===== config.mk =====
export PLATFORM = sky130hd
export DESIGN_NAME = addsub_nibble_serial_16b
export DESIGN_NICKNAME = d
export VERILOG_FILES = /design/src/rtl/addsub_nibble_serial_16b.sv
export SDC_FILE = /design/constraint.sdc
export NUM_CORES = 1
export LEC_CHECK = 0
export BUFFER_PORTS_ARGS = -buffer_cell sky130_fd_sc_hd__buf_2
export CAP_MARGIN = 40
export CORE_ASPECT_RATIO = 1.5
export CORE_MARGIN = 5
export CORE_UTILIZATION = 48
export DETAILED_ROUTE_END_ITERATION = 10
export MAX_ROUTING_LAYER = met4
export PLACE_DENSITY = 0.71
export SLEW_MARGIN = 20
export SYNTH_ARGS = -nofsm -noshare
export SYNTH_HDL_FRONTEND = slang
export SYNTH_SLANG_ARGS = --single-unit

===== constraint.sdc =====
create_clock -name clk -period 4.9 [get_ports clk]
set_input_delay 0.98 -clock clk [delete_from_list [all_inputs] [get_ports clk]]
set_output_delay 0.98 -clock clk [all_outputs]
set_load 0.1 [all_outputs]

===== src/rtl/addsub_nibble_serial_16b.sv =====
// addsub_nibble_serial_16b
// Multi-cycle WIDTH-bit adder/subtractor built around one SLICE-bit add/sub
// slice. Operands are accepted through a valid/ready handshake. One slice is
// resolved per cycle, with the carry held in a register between slices. The
// result and its flags are presented through a second valid/ready handshake.
// Subtraction is A + ~B + 1: B is inverted per slice and the carry is seeded
// with 1.

module addsub_nibble_serial_16b #(
    parameter int WIDTH = 16,
    parameter int SLICE = 4
) (
    input  logic             clk,
    input  logic             rst_n,
    input  logic             in_valid,
    output logic             in_ready,
    input  logic [WIDTH-1:0] inA,
    input  logic [WIDTH-1:0] inB,
    input  logic             add_sub_sel,
    output logic             out_valid,
    input  logic             out_ready,
    output logic [WIDTH-1:0] out,
    output logic             c_out,
    output logic             ovf,
    output logic             zero
);

    localparam int NSLICE = WIDTH / SLICE;
    localparam int CNT_W  = (NSLICE > 1) ? $clog2(NSLICE) : 1;

    typedef enum logic [1:0] {
        ST_IDLE = 2'b00,
        ST_RUN  = 2'b01,
        ST_DONE = 2'b10
    } state_t;

    state_t             state_r;
    state_t             state_next_s;

    logic [WIDTH-1:0]   a_r;
    logic [WIDTH-1:0]   b_r;
    logic               sub_r;
    logic               carry_r;
    logic [CNT_W-1:0]   cnt_r;

    logic [WIDTH-1:0]   out_r;
    logic               c_out_r;
    logic               ovf_r;
    logic               zero_r;
    logic               in_ready_r;
    logic               out_valid_r;

    logic [SLICE-1:0]   a_slice_s;
    logic [SLICE-1:0]   b_slice_s;
    logic [SLICE:0]     slice_sum_s;
    logic [SLICE-1:0]   s_slice_s;
    logic               cy_s;
    logic               msb_cin_s;
    logic               last_slice_s;
    logic [WIDTH-1:0]   out_next_s;

    // One slice of the add/sub: select slice cnt, condition B, add with the carry.
    always_comb begin
        a_slice_s    = a_r[int'(cnt_r)*SLICE +: SLICE];
        b_slice_s    = b_r[int'(cnt_r)*SLICE +: SLICE] ^ {SLICE{sub_r}};
        slice_sum_s  = {1'b0, a_slice_s} + {1'b0, b_slice_s} + {{SLICE{1'b0}}, carry_r};
        s_slice_s    = slice_sum_s[SLICE-1:0];
        cy_s         = slice_sum_s[SLICE];
        // The carry into the slice's top bit is recovered from that bit's sum:
        // s = a ^ b ^ cin.
        msb_cin_s    = a_slice_s[SLICE-1] ^ b_slice_s[SLICE-1] ^ s_slice_s[SLICE-1];
        out_next_s   = out_r;
        out_next_s[int'(cnt_r)*SLICE +: SLICE] = s_slice_s;
        last_slice_s = (cnt_r == CNT_W'(NSLICE - 1));
    end

    // Next-state logic for the IDLE -> RUN -> DONE operation sequence.
    always_comb begin
        state_next_s = state_r;
        case (state_r)
            ST_IDLE: begin
                if (in_valid) begin
                    state_next_s = ST_RUN;
                end else begin
                    state_next_s = ST_IDLE;
                end
            end
            ST_RUN: begin
                if (last_slice_s) begin
                    state_next_s = ST_DONE;
                end else begin
                    state_next_s = ST_RUN;
                end
            end
            ST_DONE: begin
                if (out_ready) begin
                    state_next_s = ST_IDLE;
                end else begin
                    state_next_s = ST_DONE;
                end
            end
            default: begin
                state_next_s = ST_IDLE;
            end
        endcase
    end

    // State register.
    always_ff @(posedge clk or negedge rst_n) begin
        if (!rst_n) begin
            state_r <= ST_IDLE;
        end else begin
            state_r <= state_next_s;
        end
    end

    // Registered handshake outputs, derived from the state being entered.
    always_ff @(posedge clk or negedge rst_n) begin
        if (!rst_n) begin
            in_ready_r  <= 1'b1;
            out_valid_r <= 1'b0;
        end else begin
            in_ready_r  <= (state_next_s == ST_IDLE);
            out_valid_r <= (state_next_s == ST_DONE);
        end
    end

    // Operand capture, per-slice accumulation and final flag capture.
    always_ff @(posedge clk or negedge rst_n) begin
        if (!rst_n) begin
            a_r     <= {WIDTH{1'b0}};
            b_r     <= {WIDTH{1'b0}};
            sub_r   <= 1'b0;
            carry_r <= 1'b0;
            cnt_r   <= {CNT_W{1'b0}};
            out_r   <= {WIDTH{1'b0}};
            c_out_r <= 1'b0;
            ovf_r   <= 1'b0;
            zero_r  <= 1'b0;
        end else begin
            case (state_r)
                ST_IDLE: begin
                    if (in_valid) begin
                        a_r     <= inA;
                        b_r     <= inB;
                        sub_r   <= add_sub_sel;
                        carry_r <= add_sub_sel;
                        cnt_r   <= {CNT_W{1'b0}};
                    end
                end
                ST_RUN: begin
                    out_r   <= out_next_s;
                    carry_r <= cy_s;
                    if (last_slice_s) begin
                        c_out_r <= cy_s;
                        ovf_r   <= msb_cin_s ^ cy_s;
                        zero_r  <= (out_next_s == {WIDTH{1'b0}});
                        cnt_r   <= {CNT_W{1'b0}};
                    end else begin
                        cnt_r   <= cnt_r + CNT_W'(1);
                    end
                end
                default: begin
                end
            endcase
        end
    end

    assign in_ready  = in_ready_r;
    assign out_valid = out_valid_r;
    assign out       = out_r;
    assign c_out     = c_out_r;
    assign ovf       = ovf_r;
    assign zero      = zero_r;

endmodule


==> flow_metrics.py <==
metrics = {
    "setup_path": {
        "crit_chain": "mux4_2 > xnor2_1 > fa_1 > fa_1 > nor4b_1 > mux2i_1 > and3_1 > a32o_2",
        "critPathKind": "reg2reg",
        "crit_path_end_kind": "flip-flop",
        "critical_path_buf_inv_count": 0,
        "crit_family": "adder cells",
        "crit_cells": 8,
        "cpMaxStageDelayCell": "fa_1",
        "crit_top_cell": "fa_1",
        "r2r_end": "zero",
        "cp-start-kind": "flip-flop",
        "crit_fanout": 7,
        "crit_path_end": "zero",
        "crit_arrival_ns": 3.39,
        "r2r_slack_ns": 1.76,
        "worst-endpoint-required_ns": 5.15,
        "rr_startpoint": "cnt_r[0]",
        "critPathMaxStageDelay_ns": 0.57,
        "startpoint": "cnt_r[0]",
        "r2r_cells": 8,
    },
    "grt": {
        "antenna_found_initial": 0,
        "first_global_vias": 2093,
        "grt.total_usage_pct": 17.95,
        "grt_pass1_wl_um": 10230,
        "grt.overflow.total": 0,
        "grt_max_degree": 60,
    },
    "timing": {
        "setup_violations": 0,
        "tightest_slew_ns": 0.7913,
        "layout_min_cycle_time_ns": 3.142,
        "worst_slack_ns": 1.758,
        "slew_viol_final": 0,
        "rsz0062_at_grt": "false",
        "post-route-period-util_pct": 64.12,
        "skew_ns": 0.007370,
        "maxSlewHeadroom_pct": 47.13,
        "fin_setup_tns_ns": 0,
        "hold_viol": 0,
        "fmax_ghz": 0.3183,
    },
    "run_status": {
        "outcome": "finished clean",
    },
    "placement": {
        "post-dp-hpwl_um": 4575,
        "post-place-ws_ns": 1.793,
        "place_area_um2": 3251,
        "place_congestion": 0.8672,
        "port_buffers": 57,
    },
    "synthesis": {
        "synth_top_area_share_pct": 49.94,
        "synth.top_cells.by_area": "dfrtp_1 50%, mux2_2 13%, mux4_2 6.2%, ha_1 3.9%, a22o_1 3.0%",
        "synth_nets": 271,
        "synth_cells": 223,
        "synth_edf_count": 0,
        "synth.avg_cell_area_um2": 13.03,
        "yosysSeqAreaShare_pct": 50.84,
        "synth-seq-cells": 59,
        "syn_area_um2": 2907,
        "async_flop_share_pct": 100.0,
        "yosys_warnings": 0,
        "synth_ff_type": "dfrtp_1",
        "ys_types": 42,
        "yosysTopAreaCell": "dfrtp_1",
    },
    "clocking": {
        "clockRootBuffer": "clkbuf_8",
        "path_clk_slew_ns": 0.07,
        "clock_sinks": 59,
        "tritoncts": "yes",
        "clock_path_buffers": 2,
        "cts_max_level": 3,
        "cts_setup_buffers": 0,
        "holdBufCountCts": 0,
        "clk_latency_ns": 0.35,
        "cts_made_buffers": 9,
        "ctsResizeCount": 0,
    },
    "cells_and_area": {
        "drive_gt1_share_pct": 43.40,
        "area_growth_pct": 18.08,
        "diodes": 0,
        "nets": 332,
        "design_area_um2": 3432,
        "n_fill_cell": 485,
    },
    "detailed_routing": {
        "firstDrtPassIters": 4,
        "routed_via_density": 5.511,
        "drt_iter0_drc": 95,
        "drtAntennaViolNets": 0,
        "dr_total_vias": 1984,
        "wl_per_cell_um": 17.30,
        "drc": 0,
        "wirelength_um": 6229,
    },
    "floorplanning": {
        "core-area_um2": 5828,
        "ioPinCount": 58,
        "start_util_pct": 49.87,
        "fp.dieH_um": 105.3,
        "die_w_um": 73.54,
        "die_area_um2": 7744,
        "placementRows": 34,
    },
    "hold_path": {
        "hp-class": "reg2reg",
    },
    "job": {
        "maxCapViolations": 0,
    },
}
-- worst min-delay path by stage --
stage,start,end,slack (ns),cells past startpoint
finish,ovf,ovf,0.50,2
floorplan,a_r[10],a_r[10],0.48,1
global placement,c_out,c_out,0.48,2
CTS,zero,zero,0.50,1
detailed placement,zero,zero,0.49,1
global route,b_r[10],b_r[10],0.52,1
-- cells by family (layout without fill, tap and decap cells) --
group	after synthesis	in the layout	share of synthesized area (%)
flops	59	59	50.84
simple gates	52	52	10.37
mux	42	42	19.33
compound gates	34	34	8.825
buf+inv	17	82	2.971
fa+ha+maj	11	11	5.252
xor+xnor	8	8	2.411
-- Yosys cell counts (2+ instances only) --
cell and n:
nor2b_1 3, clkbuf_1 2, and4bb_2 3, a21oi_1 4, ha_1 9, fa_1 2
xnor2_1 2, dfrtp_1 58, xor2_1 6, nand2b_1 2, mux4_2 8, nand2_1 16
mux2_2 33, o21ai_0 7, nand3b_1 2, nor3_1 5, nor2_1 10, a32o_1 4
nor4_1 2, buf_2 6, o22ai_1 2, buf_6 2, inv_1 7, a22o_1 10
-- stage by stage --
step                hold WS (ns)  utilization [%]  cells
floorplan                 0.4752                -    223
global placement          0.4783            55.78    345
detailed placement        0.4882            55.78    345
CTS                       0.5030            58.89    360
global route              0.5213            58.89    360
finish                    0.4980            58.89    360
-- area by class of cell --
class	instances	area, um^2	share of cell area, %
clock buffer	9	123.9	3.609
clock inverter	6	57.56	1.677
multi-input combinational	147	1349	39.30
timing repair buffer	60	307.8	8.968
sequential	59	1478	43.06
tap	72	90.09	2.625
inverter	7	26.28	0.7656
-- metal layers --
metal	track usage (%)	wire, um
met5	-	0
met4	8.549	135
met3	3.714	288
met2	28.74	3287
met1	21.20	2518
-- layout by cell type (no fill, tap or decap), drive strengths merged, types with 3 or more instances in the layout --
cell,synthesis,layout
buf,8,60
nor2b,3,3
clkinv,0,4
and4bb,3,3
a22o,10,10
nor3,5,5
clkbuf,2,9
mux4,8,8
nand2,16,16
xor2,6,6
o21ai,7,7
a21oi,4,4
dfrtp,58,58
mux2,33,33
a32o,5,5
nor2,10,10
inv,7,7
ha,9,9
-- registers in the layout, indices dropped and copies added (netlist names) --
register,cells
sub_r,1
zero,1
b_r,16
out,16
c_out,1
carry_r,1
cnt_r,2
state_r,2
a_r,16
ovf,1
out_valid,1
in_ready,1
-- tightest hold or removal path, stage by stage, from the launching register on --
cell     delay, ns
dfrtp_1       0.35
nand2_1       0.05
o21ai_0       0.06
Power is not shown: default switching activity piles up to over one toggle a cycle in this logic, so the estimate is an artifact.
